==> config.mk <==
export PLATFORM = sky130hd
export DESIGN_NAME = hazard_ctrl
export DESIGN_NICKNAME = d
export VERILOG_FILES = /design/src/rtl/hazard_ctrl_pkg.sv /design/src/rtl/hazard_detect.sv /design/src/rtl/hazard_ctrl.sv
export SDC_FILE = /design/constraint.sdc
export NUM_CORES = 1
export LEC_CHECK = 0
export CELL_PAD_IN_SITES_DETAIL_PLACEMENT = 1
export CELL_PAD_IN_SITES_GLOBAL_PLACEMENT = 1
export CORE_MARGIN = 8
export CORE_UTILIZATION = 33
export DETAILED_ROUTE_END_ITERATION = 8
export PLACE_DENSITY_LB_ADDON = 0.1
export SLEW_MARGIN = 25
export SYNTH_ARGS = -nofsm -noshare
export SYNTH_HDL_FRONTEND = slang
export SYNTH_HIERARCHICAL = 1
export SYNTH_SLANG_ARGS = --single-unit
==> constraint.sdc <==
create_clock -name clk -period 3.4 [get_ports clk]
set_input_delay 0.68 -clock clk [delete_from_list [all_inputs] [get_ports clk]]
set_output_delay 0.68 -clock clk [all_outputs]
set_load 0.02 [all_outputs]
==> src/rtl/hazard_ctrl_pkg.sv <==
// Shared CPU constants: register address width and hazard FSM states.
// Imported by hazard_ctrl and hazard_detect.
package hazard_ctrl_pkg;

  localparam int REG_W = 2;

  typedef enum logic [1:0] {
    RUN      = 2'b00,
    STALL    = 2'b01,
    FLUSH    = 2'b10,
    MEM_WAIT = 2'b11
  } state_t;

endpackage

==> src/rtl/hazard_detect.sv <==
// Producer-match logic: flags a RAW hazard between ID sources and EX/MEM.
// Ports: ID sources/use bits, EX and MEM producers in; hazard out. Macro: FORWARDING_EN.
module hazard_detect #(
  parameter int REG_W = hazard_ctrl_pkg::REG_W
) (
  input  logic [REG_W-1:0] rs_id,
  input  logic [REG_W-1:0] rt_id,
  input  logic             rs_used_id,
  input  logic             rt_used_id,
  input  logic [REG_W-1:0] rd_ex,
  input  logic             regwrite_ex,
  input  logic             memread_ex,
  input  logic [REG_W-1:0] rd_mem,
  input  logic             regwrite_mem,
  output logic             hazard
);

  logic ex_prod;
  logic mem_prod;
  logic rs_hit;
  logic rt_hit;

`ifdef FORWARDING_EN
  // Forwarding covers everything but a load still in EX.
  logic unused_mem;
  assign unused_mem = ^{rd_mem, regwrite_mem};
  assign ex_prod    = regwrite_ex & memread_ex;
  assign mem_prod   = 1'b0;
`else
  logic unused_mr;
  assign unused_mr = memread_ex;
  assign ex_prod   = regwrite_ex;
  assign mem_prod  = regwrite_mem;
`endif

  assign rs_hit = (ex_prod & (rs_id == rd_ex))
                | (mem_prod & (rs_id == rd_mem));
  assign rt_hit = (ex_prod & (rt_id == rd_ex))
                | (mem_prod & (rt_id == rd_mem));

  assign hazard = (rs_used_id & rs_hit)
                | (rt_used_id & rt_hit);

endmodule

==> src/rtl/hazard_ctrl.sv <==
// Pipeline hazard FSM: stalls, flushes and freezes with zero-latency outputs.
// Ports: ID/EX/MEM hazard inputs, mem_busy; enables, state_o, stall_cnt. Macro: FORWARDING_EN.
module hazard_ctrl #(
  parameter int CNT_W = 16,
  parameter int REG_W = hazard_ctrl_pkg::REG_W
) (
  input  logic             clk,
  input  logic             rst_n,
  input  logic [REG_W-1:0] rs_id,
  input  logic [REG_W-1:0] rt_id,
  input  logic             rs_used_id,
  input  logic             rt_used_id,
  input  logic [REG_W-1:0] rd_ex,
  input  logic             regwrite_ex,
  input  logic             memread_ex,
  input  logic             branch_taken_ex,
  input  logic [REG_W-1:0] rd_mem,
  input  logic             regwrite_mem,
  input  logic             mem_busy,
  output logic             pc_write,
  output logic             ifid_write,
  output logic             ifid_flush,
  output logic             idex_bubble,
  output logic             pipe_freeze,
  output logic [1:0]       state_o,
  output logic [CNT_W-1:0] stall_cnt
);

  import hazard_ctrl_pkg::*;

  state_t state_q;
  state_t state_d;
  logic   hazard;
  logic   hz_eff;

  hazard_detect #(
    .REG_W(REG_W)
  ) u_detect (
    .rs_id        (rs_id),
    .rt_id        (rt_id),
    .rs_used_id   (rs_used_id),
    .rt_used_id   (rt_used_id),
    .rd_ex        (rd_ex),
    .regwrite_ex  (regwrite_ex),
    .memread_ex   (memread_ex),
    .rd_mem       (rd_mem),
    .regwrite_mem (regwrite_mem),
    .hazard       (hazard)
  );

  // ID holds a flushed NOP right after a flush.
  assign hz_eff = hazard & (state_q != FLUSH);

  always_comb begin
    state_d     = RUN;
    pc_write    = 1'b1;
    ifid_write  = 1'b1;
    ifid_flush  = 1'b0;
    idex_bubble = 1'b0;
    pipe_freeze = 1'b0;
    unique case (1'b1)
      mem_busy: begin
        state_d     = MEM_WAIT;
        pc_write    = 1'b0;
        ifid_write  = 1'b0;
        pipe_freeze = 1'b1;
      end
      (!mem_busy && branch_taken_ex): begin
        state_d     = FLUSH;
        ifid_flush  = 1'b1;
        idex_bubble = 1'b1;
      end
      (!mem_busy && !branch_taken_ex && hz_eff): begin
        state_d     = STALL;
        pc_write    = 1'b0;
        ifid_write  = 1'b0;
        idex_bubble = 1'b1;
      end
      default: state_d = RUN;
    endcase
    // Reset forces the idle pattern regardless of inputs.
    if (!rst_n) begin
      state_d     = RUN;
      pc_write    = 1'b1;
      ifid_write  = 1'b1;
      ifid_flush  = 1'b0;
      idex_bubble = 1'b0;
      pipe_freeze = 1'b0;
    end
  end

  always_ff @(posedge clk or negedge rst_n) begin
    if (!rst_n) begin
      state_q   <= RUN;
      stall_cnt <= '0;
    end else begin
      state_q <= state_d;
      if (!pc_write && (stall_cnt != {CNT_W{1'b1}}))
        stall_cnt <= stall_cnt + CNT_W'(1);
    end
  end

  assign state_o = state_q;

endmodule

==> impl_metrics.sql <==
INSERT INTO impl_metrics (metric_group, metric, value, unit) VALUES
('critical_path', 'crit_path_end_kind', 'output port', ''),
('global_route', 'via_count_of_the_first_global_routing_pass', '984', ''),
('clock_network', 'numCtsBuffers', '3', ''),
('hold_path', 'worstHoldPathType', 'reg -> reg', ''),
('route', 'drt_first_pass_iters', '3', ''),
('timing', 'finalCritPeriodShare', '93.60', '%'),
('synthesis', 'post_synth_num_cell_types', '24', ''),
('timing', 'holdWs', '0.5004', 'ns'),
('job', 'cap_violations', '0', ''),
('timing', 'fin_setup_tns', '0', 'ns'),
('global_route', 'global_route_wire_length_before_repair', '4.609', 'mm'),
('clock_network', 'clock_path_buffers', '2', ''),
('global_route', 'groute.usage.overall', '11.18', '%'),
('cells_and_area', 'num-fill-cells', '320', ''),
('critical_path', 'setup.worst_path.class', 'in -> out', ''),
('floorplan', 'die_height', '70.35', 'µm'),
('timing', 'final_critical_path_setup_slack', '0.2174', 'ns'),
('global_route', 'grt_remaining_overflow', '0', ''),
('power_and_ir_drop', 'power.density', '485.1', 'nW/µm²'),
('power_and_ir_drop', 'portion_of_total_power_attributed_to_the_clock_network', '19.5', '%'),
('clock_network', 'clk_root_buffer_cell', 'clkbuf_4', ''),
('timing', 'setup_viol', '0', ''),
('critical_path', 'worstSetupStartpointType', 'input pin', ''),
('floorplan', 'floorplan.die_area', '4948', 'µm²'),
('floorplan', 'die_w', '70.35', 'µm'),
('cells_and_area', 'final_net_count', '158', ''),
('synthesis', 'synth-seq-area-share', '46.21', '%'),
('route', 'route.vias.total', '853', ''),
('cells_and_area', 'num_antenna_cells', '0', ''),
('timing', 'fin_crit', '3.183', 'ns'),
('power_and_ir_drop', 'share_of_power_burned_in_combinational_logic', '36.8', '%'),
('synthesis', 'synth_top_area_share', '46.21', '%'),
('floorplan', 'io_pins', '40', ''),
('timing', 'slew-limit-headroom', '71.36', '%'),
('placement', 'pre_cts_slack', '0.1866', 'ns'),
('critical_path', 'crit_arrival', '2.50', 'ns'),
('outcome', 'run_status', 'finished, final reports clean', ''),
('timing', 'worst_pin_slew', '0.4263', 'ns'),
('synthesis', 'synthDominantAreaCellType', 'dfrtp_1', ''),
('synthesis', 'synth_enable_flop_cells', '0', ''),
('clock_network', 'htreeDepth', '1', ''),
('placement', 'place_hpwl', '2.223', 'mm'),
('synthesis', 'postSynth.topFlopCell', 'dfrtp_1', ''),
('synthesis', 'asyncSetResetFlopFracSynth', '100.0', '%'),
('synthesis', 'synth_top_cells_by_area', 'dfrtp_1 46%, xnor2_1 12%, xor2_1 9.0%, nand4_1 6.4%, nor2_1 3.1%', ''),
('route', 'post_route_drc_violation_count', '0', ''),
('power_and_ir_drop', 'power_switching_share', '35.10', '%'),
('power_and_ir_drop', 'seqPwrFrac', '43.6', '%'),
('cells_and_area', 'share_of_the_core_filled_with_cells_in_the_final_layout', '52.23', '%'),
('power_and_ir_drop', 'p_leak', '0.6045', 'nW'),
('floorplan', 'initial_core_util', '35.04', '%'),
('synthesis', 'syn-mean-instance-area', '10.37', 'µm²'),
('synthesis', 'syn-instance-count', '94', ''),
('route', 'wire_per_inst', '15.33', 'µm'),
('floorplan', 'rows', '19', ''),
('power_and_ir_drop', 'total_power', '0.7046', 'mW'),
('synthesis', 'syn_area', '974.7', 'µm²'),
('clock_network', 'postCtsHoldBufs', '0', ''),
('cells_and_area', 'area.sequential', '450.4', 'µm²'),
('floorplan', 'core-area', '2781', 'µm²'),
('clock_network', 'post_cts_buffers', '0', ''),
('critical_path', 'cp_data_required_time', '2.72', 'ns'),
('clock_network', 'clock_sinks', '18', ''),
('cells_and_area', 'area_of_the_multi_input_gates', '501.7', 'µm²'),
('timing', 'setup_repair_after_global_routing_missed_its_margin', 'false', ''),
('placement', 'placed_area', '1416', 'µm²'),
('placement', 'io_buffer_count', '38', ''),
('synthesis', 'synth.ff_latch_count', '18', ''),
('cells_and_area', 'final_layout_size_suffix_gt1_share', '10.07', '%'),
('global_route', 'grt_start_max_net_pins', '11', ''),
('global_route', 'antenna_violations_before_repair', '0', '');
power groups by stage:
stage	combinational (mW)	clock [mW]	sequential (mW)
floorplan	0.0765	0	0.353
global placement	0.259	0	0.310
detailed placement	0.264	0	0.312
CTS	0.265	0.143	0.309
global route	0.282	0.149	0.317
finish	0.259	0.138	0.308
layout make-up:
cell class / count / share of cell area [%]
Multi-Input combinational cell: 71 / 34.54
Sequential cell: 18 / 31.01
Timing Repair Buffer: 42 / 28.25
Tap cell: 31 / 2.670
Clock buffer: 4 / 2.498
Inverter: 4 / 1.034
layer usage:
metal	track usage [%]	wire length, µm	vias to the layer above
li1	-	-	415
met1	11.79	1018	417
met2	20.02	1393	17
met3	3.672	156	4
met4	4.018	37	0
met5	0	0	-
placed cells by master, fill, tap and decap left out:
cell             instances
a21oi_1                  1
xor2_1                  10
and3_2                   2
nor3_1                   4
inv_1                    4
a31oi_1                  1
mux2_2                   1
and4_2                   1
xnor2_1                 13
nor4b_1                  1
clkbuf_8                 1
clkdlybuf4s50_1         38
dfrtp_1                 18
and2_1                   1
nor2_1                   8
nand2b_1                 3
nand2_1                  6
nor4_1                   1
ha_1                     1
nand4_1                 10
a2111o_1                 1
nand3_1                  3
nor3_2                   1
buf_4                    4
clkbuf_4                 3
and4_1                   1
a211oi_4                 1
worst max-delay path, cell delays in order:
cell,delay [ns]
clkdlybuf4s50_1,0.46
xnor2_1,0.15
nand4_1,0.09
nand4_1,0.13
a31oi_1,0.21
nand2b_1,0.17
clkdlybuf4s50_1,0.62
state kept, by name (all words and copies together) (netlist names):
register	count
stall_cnt	16
state_o	2
cell families (layout without fill, tap and decap cells):
| group | Yosys count | after routing | synth area share (%) |
|---|---|---|---|
| fa+ha+maj | 1 | 1 | 1.283 |
| mux | 1 | 1 | 1.155 |
| xor+xnor | 23 | 23 | 20.67 |
| buf+inv | 5 | 50 | 2.310 |
| flops | 18 | 18 | 46.21 |
| simple gates | 42 | 42 | 24.01 |
| compound gates | 4 | 4 | 4.364 |
final timing paths:
check,endpoint,startpoint,slack (ns),cells after the start
min in group asynchronous,stall_cnt[8]$_DFFE_PN0P_,rst_n,0.74,2
worst min-delay path,stall_cnt[15]$_DFFE_PN0P_,stall_cnt[15]$_DFFE_PN0P_,0.50,1
max in group asynchronous,stall_cnt[4]$_DFFE_PN0P_,rst_n,2.52,2
worst max register to register,stall_cnt[3]$_DFFE_PN0P_,stall_cnt[0]$_DFFE_PN0P_,1.54,6
worst min register to register,stall_cnt[15]$_DFFE_PN0P_,stall_cnt[15]$_DFFE_PN0P_,0.50,1
worst max-delay path,ifid_write,rd_ex[1],0.22,7
cells in the mapped netlist (all sizes together), types with 2 or more instances:
| cell | n |
|---|---|
| and3 | 2 |
| and4 | 2 |
| dfrtp | 18 |
| inv | 4 |
| nand2 | 6 |
| nand2b | 3 |
| nand3 | 3 |
| nand4 | 10 |
| nor2 | 8 |
| nor3 | 5 |
| xnor2 | 13 |
| xor2 | 10 |
Note: power is estimated with default switching activity, not from simulation.
==> RTL edit (same flow settings) <==
Build with the macro `FORWARDING_EN` defined.
--- a/src/rtl/hazard_detect.sv
+++ b/src/rtl/hazard_detect.sv
@@ -1,5 +1,7 @@
 // Producer-match logic: flags a RAW hazard between ID sources and EX/MEM.
 // Ports: ID sources/use bits, EX and MEM producers in; hazard out. Macro: FORWARDING_EN.
+`define FORWARDING_EN
+
 module hazard_detect #(
   parameter int REG_W = hazard_ctrl_pkg::REG_W
 ) (
Formal check against the unedited RTL: not equivalent (Yosys sat finds a counterexample within 4 cycles, from zero or initial values and one cycle with rst_n low).
==> RTL edit against the original RTL <==
- synthesized area is 4.9% lower
- wire length is 2.0% lower
- die area is 3.8% lower
- clock skew is 0.0034 ns lower
- power is 8.9% lower
- worst hold slack better by 0.020 ns
- critical path type unchanged
- worst setup slack worse by 0.078 ns
- sequential cell count stayed put
- cell area is 5.6% lower
- count of clock-buffer cells in the layout is 1 lower
==> RTL edit: results (changes against the original RTL) <==
| Metric | Value |
|---|---|
| Status | `finished, final reports clean` |
| Clk_skew | `0.001397 ns (-0.003388 ns)` |
| Avg Inst Size Synth | `10.54 sq um (+1.6%)` |
| Detailed-route wire length | `2553 microns (-2.0%)` |
| Count of input and output buffers | `36 (-5.3%)` |
| Post-synthesis compound-gate area fraction | `0.05263 (+0.008986)` |
| Detail Placement HPWL | `2050 microns (-7.8%)` |
| Vias per cell | `5.025 (+0.14%)` |
| Synth Net Count | `106 (-5.4%)` |
| Most instantiated cells after synthesis | `dfrtp_1 (18), xor2_1 (12), nor2_1 (8)` |
| Initial DRC Count | `9 (-7)` |
| Worst-Margin Slew | `0.4244 ns (-0.001924 ns)` |
| Vias after detailed routing | `809 (-5.2%)` |
| R2R Path End | `stall_cnt[9]` |
| Met3 Use GR | `0.04435 (+0.007626)` |
| Worst Hold End | `stall_cnt[5]` |
| Post-CTS sizing | `0 (unchanged)` |
| Seq/Total Area, Yosys | `0.4858 (+0.02370)` |
| Crit path DAT | `2.58 ns (+0.08 ns)` |
| P_leak | `0.5808 nW (-3.9%)` |
| Final RePlAce weighted congestion | `0.7755 (+13%)` |
| Worst Setup SP | `rd_ex[0]` |
| Met3 wire length | `206 microns (+32%)` |
| Synth top area cells | `dfrtp_1 (49%), xor2_1 (11%), xnor2_1 (6.6%), nand4_1 (4.7%), nor2_1 (3.2%)` |
| Clk pwr | `0.104 mW (-25%)` |
| Switch Pwr | `0.2248 mW (-9.1%)` |
| Fraction of layout instances using a drive strength above 1 | `0.1000 (-0.0007194)` |
| Nets | `150 (-5.1%)` |
| Crit path capture | `ifid_write` |
| Reg2reg setup slack | `1.55 ns` |
| Cell family with most CP delay | `buffers and inverters` |
| WL met1 | `1118 microns (+9.8%)` |
| Peak VDD IR | `0.3743 mV (+2.2%)` |
| Met2 Resource Use GR | `0.1803 (-0.01987)` |
| Global-route wire length before repair | `4457 microns (-3.3%)` |
| CP max stage cell | `clkdlybuf4s50_1` |
| Mux cell area share after synthesis | `0.01215 (+0.0005925)` |
| Total GRT Usage | `0.1106 (-0.001200)` |
| Synth Area in Adders | `0.01350 (+0.0006583)` |
| Post-synth cell types | `25 (+4.2%)` |
| Routing usage on met1 | `0.1263 (+0.008314)` |
| Maximum buffer depth of the clock tree | `2 (unchanged)` |
| YS warnings | `6 (unchanged)` |
| Comb group | `0.232 mW (-10%)` |
| Vias in the first global route | `926 (-5.9%)` |
| Fillers | `313 (-2.2%)` |
| Max FFs per register | `16 (unchanged)` |
| Detail Route met2 WL | `1201 microns (-14%)` |
| Placed Instances | `158 (-4.8%)` |
| Top-area cell type share of the netlist area | `0.4858 (+0.02370)` |
| Crit-path max cell delay | `0.56 ns (-0.06 ns)` |
| XOR/XNOR Fraction of Synth Area | `0.1795 (-0.02719)` |
| CP Max Fanout | `3 (unchanged)` |
| Worst Min Path Start | `stall_cnt[5]` |
-- RTL edit: cell types whose count changed after synthesis --
cell | unedited run | this run
nand4_1 | 10 | 7
xor2_1 | 10 | 12
o22ai_1 | 0 | 1
xnor2_1 | 13 | 7
-- RTL edit: area by class of cell --
cell class,instances,share of cell area
clock buffers,3,0.01642
multi-input cells,65,0.3312
inverters,4,0.01095
well taps,31,0.02828
repair buffers,40,0.2847
flip-flops and latches,18,0.3285
-- RTL edit: metrics by stage --
step / power [mW] / hold WS [ns] / setup WS, ns / cell area [sq um]
6_report: 0.6422 / 0.5206 / 0.1397 / 1371
4_1_cts: 0.6538 / 0.5204 / 0.1252 / 1371
3_3_place_gp: 0.5393 / 0.4828 / 0.1849 / 1349
3_5_place_dp: 0.5461 / 0.4982 / 0.1300 / 1349
5_1_grt: 0.6823 / 0.5419 / 0.0002600 / 1371
2_1_floorplan: 0.4118 / 0.3844 / 0.8792 / 927.1
